--- src/rtl/jtopl_ser_pkg.sv ---
// Shared constants, FSM state type and mantissa-range helper for the JTOPL serial transmitter.
// Optional linear (unencoded) frame format: define JTOPL_SER_LINEAR_EN.
package jtopl_ser_pkg;

    localparam int unsigned FRAME_LEN = 16;
    localparam int unsigned MANT_W    = 10;
    localparam int unsigned EXP_W     = 3;
    localparam int unsigned SLOT_W    = $clog2(FRAME_LEN);
    localparam int unsigned MANT_LSB  = 3;
    localparam int unsigned EXP_LSB   = 13;
    localparam int unsigned SH_SLOT   = 15;

    typedef enum logic {
        IDLE,
        SHIFT
    } state_t;

    // True when x is a sign extension of its low MANT_W bits.
    function automatic logic fits_mant(input logic [15:0] x);
        logic [16-MANT_W:0] top;
        top = x[15:MANT_W-1];
        return (top == '0) || (top == '1);
    endfunction

endpackage

--- src/rtl/jtopl_ser_enc.sv ---
// Combinational encoder: 16-bit signed sample to the 16-slot frame word {exp, mant, 3'b000}.
// With JTOPL_SER_LINEAR_EN defined the sample passes through unencoded.
module jtopl_ser_enc
    import jtopl_ser_pkg::*;
(
    input  logic [15:0]          snd,
    output logic [FRAME_LEN-1:0] frame_c
);

`ifdef JTOPL_SER_LINEAR_EN
    assign frame_c = snd;
`else
    logic [15:0]       shifted;
    logic [EXP_W-1:0]  exp_c;
    logic [MANT_W-1:0] mant_c;

    // Scan from the largest shift down so the smallest fitting exponent wins.
    always_comb begin
        exp_c   = EXP_W'(7);
        shifted = '0;
        for (int k = 6; k >= 0; k--) begin
            shifted = $signed(snd) >>> k;
            if (fits_mant(shifted)) begin
                exp_c = EXP_W'(k + 1);
            end
        end
        mant_c  = MANT_W'($signed(snd) >>> (exp_c - EXP_W'(1)));
        frame_c = '0;
        frame_c[MANT_LSB +: MANT_W] = mant_c;
        frame_c[EXP_LSB +: EXP_W]   = exp_c;
    end
`endif

endmodule

--- src/rtl/jtopl_ser_tx.sv ---
// Serial sample transmitter: one-deep pending buffer feeding an LSB-first 16-slot frame shifter.
// Frame format selected in jtopl_ser_enc by JTOPL_SER_LINEAR_EN (undefined: floating point).
module jtopl_ser_tx #(
    parameter int unsigned FRAME_LEN = 16
) (
    input  logic        clk,
    input  logic        rst,
    input  logic        cen,
    input  logic [15:0] snd,
    input  logic        snd_valid,
    output logic        sd,
    output logic        sh,
    output logic        busy,
    output logic        overrun
);
    import jtopl_ser_pkg::*;

    state_t                state_q, state_d;
    logic [SLOT_W-1:0]     slot_q, slot_d;
    logic [FRAME_LEN-1:0]  sr_q, sr_d;
    logic [15:0]           pend_data_q, pend_data_d;
    logic                  pend_full_q, pend_full_d;
    logic                  sd_q, sd_d;
    logic                  sh_q, sh_d;
    logic                  busy_q, busy_d;
    logic                  overrun_q, overrun_d;
    logic                  xfer_c;
    logic                  last_slot_c;
    logic [FRAME_LEN-1:0]  frame_c;

    jtopl_ser_enc u_enc (
        .snd     (pend_data_q),
        .frame_c (frame_c)
    );

    assign last_slot_c = (slot_q == SLOT_W'(SH_SLOT));

    always_comb begin
        state_d     = state_q;
        slot_d      = slot_q;
        sr_d        = sr_q;
        sd_d        = sd_q;
        sh_d        = sh_q;
        xfer_c      = 1'b0;
        pend_data_d = pend_data_q;
        pend_full_d = pend_full_q;

        case (state_q)
            IDLE: begin
                if (cen) begin
                    sd_d = 1'b0;
                    sh_d = 1'b0;
                    if (pend_full_q) begin
                        xfer_c  = 1'b1;
                        sr_d    = frame_c;
                        slot_d  = '0;
                        state_d = SHIFT;
                    end
                end
            end
            SHIFT: begin
                if (cen) begin
                    sd_d   = sr_q[0];
                    sh_d   = last_slot_c;
                    sr_d   = sr_q >> 1;
                    slot_d = slot_q + SLOT_W'(1);
                    // Wrap: reload back-to-back or drop to idle.
                    if (last_slot_c) begin
                        slot_d = '0;
                        if (pend_full_q) begin
                            xfer_c = 1'b1;
                            sr_d   = frame_c;
                        end else begin
                            state_d = IDLE;
                        end
                    end
                end
            end
            default: state_d = IDLE;
        endcase

        // A new strobe wins over the transfer, so pending stays full.
        if (snd_valid) begin
            pend_data_d = snd;
            pend_full_d = 1'b1;
        end else if (xfer_c) begin
            pend_full_d = 1'b0;
        end

        overrun_d = snd_valid && pend_full_q && !xfer_c;
        busy_d    = (state_d == SHIFT);
    end

    always_ff @(posedge clk or negedge rst) begin
        if (!rst) begin
            state_q     <= IDLE;
            slot_q      <= '0;
            sr_q        <= '0;
            pend_data_q <= '0;
            pend_full_q <= 1'b0;
            sd_q        <= 1'b0;
            sh_q        <= 1'b0;
            busy_q      <= 1'b0;
            overrun_q   <= 1'b0;
        end else begin
            state_q     <= state_d;
            slot_q      <= slot_d;
            sr_q        <= sr_d;
            pend_data_q <= pend_data_d;
            pend_full_q <= pend_full_d;
            sd_q        <= sd_d;
            sh_q        <= sh_d;
            busy_q      <= busy_d;
            overrun_q   <= overrun_d;
        end
    end

    assign sd      = sd_q;
    assign sh      = sh_q;
    assign busy    = busy_q;
    assign overrun = overrun_q;

endmodule

--- config.mk ---
export PLATFORM = sky130hd
export DESIGN_NAME = jtopl_ser_tx
export DESIGN_NICKNAME = d
export VERILOG_FILES = /design/src/rtl/jtopl_ser_pkg.sv /design/src/rtl/jtopl_ser_enc.sv /design/src/rtl/jtopl_ser_tx.sv
export SDC_FILE = /design/constraint.sdc
export NUM_CORES = 1
export LEC_CHECK = 0
export ABC_AREA = 1
export CORE_ASPECT_RATIO = 0.7
export CORE_UTILIZATION = 40
export DETAILED_ROUTE_END_ITERATION = 7
export HOLD_SLACK_MARGIN = 0.03
export PLACE_DENSITY_LB_ADDON = 0.15
export SLEW_MARGIN = 20
export SYNTH_ARGS = -nofsm -noshare
export SYNTH_HDL_FRONTEND = slang
export SYNTH_SLANG_ARGS = --single-unit
--- constraint.sdc ---
create_clock -name clk -period 4.75 [get_ports clk]
set_clock_uncertainty 0.15 [all_clocks]
set_input_delay 0.7125 -clock clk [delete_from_list [all_inputs] [get_ports clk]]
set_output_delay 0.7125 -clock clk [all_outputs]
set_load 0.01 [all_outputs]
==> metrics.md, run 1 <==
| Metric | Value |
|---|---|
| Main area contributors after synthesis | `dfrtp_1 (42%), nand2_1 (17%), nand3_1 (16%)` |
| Chip Width | `95.3 um` |
| Share of cells above drive strength 1 | `under 10%` |
| Fin Hold WS | `approximately 0.34 ns` |
| Post-synthesis cell count | `between 300 and 400` |
| H-Tree Depth | `2` |
| Vias per cell | `~5.0` |
| Status | `finished clean` |
| Max Cap Viol | `0` |
| Vias | `around 2.2k` |
| Yosys Warn Count | `0` |
| CTS Sinks | `a little over 40` |
| Power Density | `about 470 nW/um2` |
| Post-synth cell types | `28` |
| Worst hold-check path type | `flop to flop` |
| Post-synth net total | `365` |
| Final period utilization | `~69%` |
| Ports | `24` |
| Avg Inst Size Synth | `~7 um2` |
| Mapped cell area | `2440 um2` |
| Reg clk slew, reported paths | `~0.090 ns` |
| GRT Util Overall | `19.7%` |
| Setup tns final | `0 ns` |
| Die H | `~67 um` |
| Worst slew margin | `38.4%` |
| Vias in the first global route | `2,002` |
| Synth top area share | `around 42%` |
| #FFs+latches synth | `between 40 and 50` |
| First-pass GRT wire length | `9660 um` |
| Rows | `23` |
| Number of routed nets with antenna violations | `0` |
| Post-CTS setup buffers | `0` |
| M2 GR Usage | `between 20% and 30%` |
| Post-Route WL | `approximately 5600 um` |
| Port Buffers | `23` |
| Core Area | `between 5000 and 6000 um2` |
| Synth-to-Final Area Change | `14.6%` |
| Routability cong. | `0.839` |
| # DRC | `0` |
| Seq/Total Area, Yosys | `~42%` |
| Busiest grt layer | `met1` |
| Largest net degree at the start of global routing | `42` |
| # setup viols final | `0` |
| Cell taking the most area after synthesis | `dfrtp_1` |
| Required @ worst endpoint | `approximately 4.8 ns` |
| CP Max Fanout | `17` |
| RSZ-0062 raised after global routing | `false` |
| DP HPWL | `~4000 um` |
| Critical Path Source Type | `flop` |
| CP endpoint kind | `flop` |
| Post-CTS sizing | `0` |
| CP arrival | `about 3.4 ns` |
| Maximum vdd drop | `~0.19 mV` |
| Overflow after GRT | `0` |
| Final net count | `around 380` |
| Routed WL per cell | `12.9 um` |
| Tmin final | `about 3.3 ns` |
| Worst slew pin tran | `0.924 ns` |
| CTS tree | `built` |
| Starting DRC count in detailed routing | `140` |
| Slowest-stage cell, CP | `ha_1` |
| Clock Tree Buf Depth | `2` |
| Clock root cell | `clkbuf_8` |
| Placed cells | `425` |
| Total power | `around 0.0013 W` |
| Fin. max-slew vios | `0` |
| Die area | `around 6400 um2` |
| Starting Density | `between 40% and 50%` |
| DRT Pass-1 Iters | `4` |
| Crit path kind | `flop to flop` |
| GR met3 Demand/Resource | `approximately 3.8%` |
| Initial antenna violation count | `0` |
| Worst skew pair latency | `roughly 0.30 ns` |
| Filler cell count | `approximately 600` |
| Max Clock Freq | `just over 0.3 GHz` |
| Worst path max stage delay | `about 0.57 ns` |
| Cts hold-fix bufs | `0` |
| Number of inserted diodes | `0` |
| CTS Buf Count | `5` |
| Final hold violations | `0` |
| Met1 Use GR | `between 30% and 40%` |
| Sequence of cells on the critical path | `inv_1 > ha_1 > nand2_2 > nor2_1 > nor2_1 > nand2_1 > nand2_2 > nand2_4 > nand2_4 > inv_1 > ha_1 > inv_1 > nand3_1 > nand3_1 > nand3_1 > nand2_1 > nand2_1` |
| Non-filler instance count after layout | `approximately 430` |
| Static leakage | `1.37 nW` |
==> power breakdown <==
| part | switching (W) | internal (W) |
|---|---|---|
| logic | 0.000311 | 0.000187 |
| clock network | 0.000127 | 0.000171 |
| registers | 0.0000620 | 0.000443 |
==> logic make-up after synthesis <==
logic type | Yosys count | synth area share [%]
AOI/OAI and AO/OA | 26 | 6.41
xor gates and xnor gates | 1 | 0.667
adders and majority gates | 4 | 2.05
buffers and inverters | 38 | 7.08
DFF | 41 | 42.1
and+or+nand+nor | 231 | 41.7
==> sequential cells by signal, indices dropped and copies added, names as in the netlist <==
register	count
busy	1
overrun	1
pend_data_q	16
pend_full_q	1
sd	1
sh	1
slot_q	4
sr_q	16
==> metrics by stage <==
step	cell area (um2)	utilization (%)	setup WS, ns
detailed placement	2680	46.1	1.53
global placement	2680	46.1	1.62
CTS	2800	48.1	1.51
floorplan	2440	-	2.03
finish	2800	48.1	1.46
global route	2800	48.1	1.18
==> synthesized netlist by cell type, drive strengths merged <==
cell,number
nand2,120
a211oi,1
o211ai,1
o31ai,1
nor4,1
buf,7
ha,4
nand3,79
nand4,1
xnor2,1
nor3,1
inv,23
o21ai,14
a31o,1
a21oi,8
nor2,29
dfrtp,41
clkbuf,8
==> cell type report <==
class / instances / area [um2] / share of cell area [%]
well taps: 75 / 93.8 / 3.36
clock buffers: 7 / 86.3 / 3.09
inverters: 23 / 86.3 / 3.09
clock inverters: 1 / 30.0 / 1.07
repair buffers: 24 / 233 / 8.33
flip-flops and latches: 41 / 1030 / 36.7
multi-input cells: 262 / 1240 / 44.4
==> layout by cell type, fill, tap and decap left out, types with 2 or more instances in the layout <==
cell and count:
nand2_4 2, clkdlybuf4s50_1 22, nand2_2 6, nand2_1 112
inv_2 5, o21ai_0 13, nand3_1 77, dfrtp_1 41
nor2_1 29, clkbuf_8 6, inv_1 18, a21oi_1 6
ha_1 4, nand3_2 2
==> final timing paths <==
check | startpoint | to | slack [ns] | depth (start not counted)
worst min-delay path | sr_q[8] | sr_q[8] | 0.34 | 2
worst max register to register | pend_data_q[15] | sr_q[5] | 1.46 | 17
max in group asynchronous | rst | slot_q[0] | 3.47 | 1
worst max-delay path | pend_data_q[15] | sr_q[5] | 1.46 | 17
min in group asynchronous | rst | pend_data_q[13] | 0.39 | 1
worst min register to register | sr_q[8] | sr_q[8] | 0.34 | 2
==> routing by layer <==
layer	vias up	part of all wire (%)
met1	977	57
met3	7	3.8
met5	-	0
met4	0	1.2
met2	41	38
li1	1140	-
==> worst max-delay path, delay by kind of cell (launching register included) <==
family	cells	cell delay (ns)
adders and majority gates	2	0.79
and+or+nand+nor	12	1.27
buffers and inverters	3	0.57
DFF	1	0.43
Note: power is estimated with default switching activity, not from simulation.
==> run 2, diff against run 1 <==
==> constraint.sdc (replaced) <==
create_clock -name clk -period 3.3 [get_ports clk]
set_clock_uncertainty 0.15 [all_clocks]
set_input_delay 0.495 -clock clk [delete_from_list [all_inputs] [get_ports clk]]
set_output_delay 0.495 -clock clk [all_outputs]
set_load 0.01 [all_outputs]
==> run 2 against run 1 <==
Global-route usage decreased by 0.19 points. Clock power increased by 9.7%. Sequential share of layout area unchanged. Via count increased by 3.1%. Routed wire length decreased by 0.48%. Die area unchanged. Final area unchanged. Sequential cell count unchanged. Largest cell class unchanged. Highest routed layer unchanged.
==> metrics.md, run 2 (synthesis gave the netlist of run 1 again) <==
| Metric | Value |
|---|---|
| Most common cell after layout, fill and taps aside | `nand2_1` |
| Worst slew margin | `39.2% (+0.78 points)` |
| Met1 Use GR | `31.6% (+0.38 points)` |
| Fin Hold WS | `0.178 ns (-0.159 ns)` |
| Maximum vdd drop | `0.247 mV (+28%)` |
| Commonest non-fill, non-tap cells in the layout | `nand2_1 (112), nand3_1 (77), dfrtp_1 (41)` |
| Vias in the first global route | `1,980 (-1.1%)` |
| Crit path kind | `flop to flop` |
| CP endpoint kind | `flop` |
| RSZ-0062 raised after global routing | `false` |
| # DRC | `0 (unchanged)` |
| Cts hold-fix bufs | `0 (unchanged)` |
| Max Cap Viol | `0 (unchanged)` |
| Seq pwr share | `40.8% (+2.0 points)` |
| Routability cong. | `0.868 (+3.5%)` |
| Die area | `6420 um2 (unchanged)` |
| Comb pwr share | `40.9% (+2.6 points)` |
| Worst hold-check path type | `primary input to asynchronous set/reset pin` |
| P_sw | `0.000718 W (+44%)` |
| Post-Route WL | `5570 um (-0.48%)` |
| Crit path launch | `pend_data_q[14]` |
| Largest net degree at the start of global routing | `42 (unchanged)` |
| Clock root cell | `clkbuf_8` |
| DRT Pass-1 Iters | `4 (unchanged)` |
| Starting Density | `42.0% (unchanged)` |
| Rows | `23 (unchanged)` |
| CTS Buf Count | `5 (unchanged)` |
| First-pass GRT wire length | `9630 um (-0.36%)` |
| Final hold violations | `0 (unchanged)` |
| Number of routed nets with antenna violations | `0 (unchanged)` |
| Power Density | `637 nW/um2 (+37%)` |
| Die H | `67.3 um (unchanged)` |
| GRT Util Overall | `19.5% (-0.19 points)` |
| Post-CTS sizing | `0 (unchanged)` |
| Critical Path Source Type | `flop` |
| Fin. max-slew vios | `0 (unchanged)` |
| Setup tns final | `0 ns (unchanged)` |
| Busiest grt layer | `met1` |
| Initial antenna violation count | `0 (unchanged)` |
| Final period utilization | `89.8% (+20 points)` |
| Clock Tree Buf Depth | `2 (unchanged)` |
| Starting DRC count in detailed routing | `166 (+19%)` |
| Core Area | `5810 um2 (unchanged)` |
| CP Max Fanout | `17 (unchanged)` |
| Reg clk slew, reported paths | `0.09 ns (about the same)` |
| Synth-to-Final Area Change | `14.6% (unchanged)` |
| Clk pwr share | `18.3% (-4.6 points)` |
| Post-CTS setup buffers | `0 (unchanged)` |
| Cell internal pwr | `0.00106 W (+33%)` |
| CTS Sinks | `41 (unchanged)` |
| # setup viols final | `0 (unchanged)` |
| Ports | `24 (unchanged)` |
| H-Tree Depth | `2 (unchanged)` |
| Max Clock Freq | `0.338 GHz (+11%)` |
| Chip Width | `95.3 um (unchanged)` |
| Tmin final | `2.96 ns (-0.330 ns)` |
| GR met3 Demand/Resource | `3.72% (-0.11 points)` |
| Worst R2R Path Depth | `17 (unchanged)` |
| Worst slew pin tran | `0.912 ns (-0.0117 ns)` |
| M2 GR Usage | `26.3% (+0.36 points)` |
| Routed WL per cell | `12.8 um (-1.4%)` |
| Static leakage | `1.37 nW (+0.27%)` |
| CP arrival | `3.00 ns (-0.38 ns)` |
| Overflow after GRT | `0 (unchanged)` |
| Status | `finished clean` |
| Worst skew pair latency | `0.29 ns (about the same)` |
| Number of inserted diodes | `0 (unchanged)` |
| Share of cells above drive strength 1 | `9.39% (+1.3 points)` |
| CTS tree | `built` |
| Final net count | `385 (+1.0%)` |
| DP HPWL | `4050 um (+0.78%)` |
| Critical R2R Launch | `pend_data_q[14]` |
| Vias per cell | `5.11 (+2.2%)` |
| Top Registers | `pend_data_q (16), sr_q (16), slot_q (4)` |
| Required @ worst endpoint | `3.33 ns (-1.51 ns)` |
| Filler cell count | `619 (+3.5%)` |
| Switching Fraction | `40.3% (+1.9 points)` |
| Port Buffers | `23 (unchanged)` |
| Vias | `2,232 (+3.1%)` |
==> run 2: metal layers <==
layer  up-vias  wire (um)
met5         -          0
met4         0         47
met3         7        199
met2        41       2250
met1      1029       3080
li1       1155          -
==> run 2: path summary, 6_finish.rpt <==
check / endpoint / slack, ns
worst min-delay path: pend_data_q[13] / 0.18
worst max register to register: sr_q[3] / 0.34
max in group asynchronous: sr_q[2] / 2.25
worst max-delay path: sr_q[3] / 0.34
min in group clk: sr_q[7] / 0.34
worst min register to register: sr_q[7] / 0.34
==> run 2: power groups by stage <==
| stage | clock (W) | combinational [W] | sequential (W) |
|---|---|---|---|
| 3_3_place_gp | 0 | 0.000720 | 0.000733 |
| 3_5_place_dp | 0 | 0.000724 | 0.000735 |
| 6_report | 0.000327 | 0.000729 | 0.000726 |
| 2_1_floorplan | 0 | 0.000563 | 0.000713 |
| 5_1_grt | 0.000359 | 0.000847 | 0.000745 |
| 4_1_cts | 0.000338 | 0.000729 | 0.000726 |
==> run 2: final cells by class <==
class | instances | area (um2) | area share (%)
Tap cell | 75 | 93.8 | 3.36
Inverter | 23 | 86.3 | 3.09
Timing Repair Buffer | 28 | 263 | 9.40
Multi-Input combinational cell | 262 | 1240 | 44.4
Sequential cell | 41 | 1030 | 36.7
Clock inverter | 3 | 17.5 | 0.627
Clock buffer | 5 | 68.8 | 2.46
==> run 2: worst max-delay path, stage by stage (launching register included) <==
cell     delay [ns]
dfrtp_1        0.48
inv_1          0.09
ha_1           0.21
nand2_2        0.07
nor2_1         0.04
nor2_1         0.12
nand2_1        0.08
nand2_2        0.08
nand2_4        0.12
nand2_4        0.21
inv_1          0.07
ha_1           0.29
inv_1          0.36
nand3_1        0.15
nand3_1        0.13
nand3_1        0.09
nand2_1        0.08
nand2_1        0.05
==> run 2: stage by stage <==
| step | setup WS (ns) | area, um2 | power [W] | cells | util (%) |
|---|---|---|---|---|---|
| 4_1_cts | 0.361 | 2800 | 0.00179 | 437 | 48.1 |
| 2_1_floorplan | 0.581 | 2440 | 0.00128 | 341 | - |
| 3_3_place_gp | 0.406 | 2710 | 0.00145 | 429 | 46.6 |
| 5_1_grt | 0.00589 | 2800 | 0.00195 | 437 | 48.1 |
| 6_report | 0.338 | 2800 | 0.00178 | 437 | 48.1 |
| 3_5_place_dp | 0.378 | 2710 | 0.00146 | 429 | 46.6 |
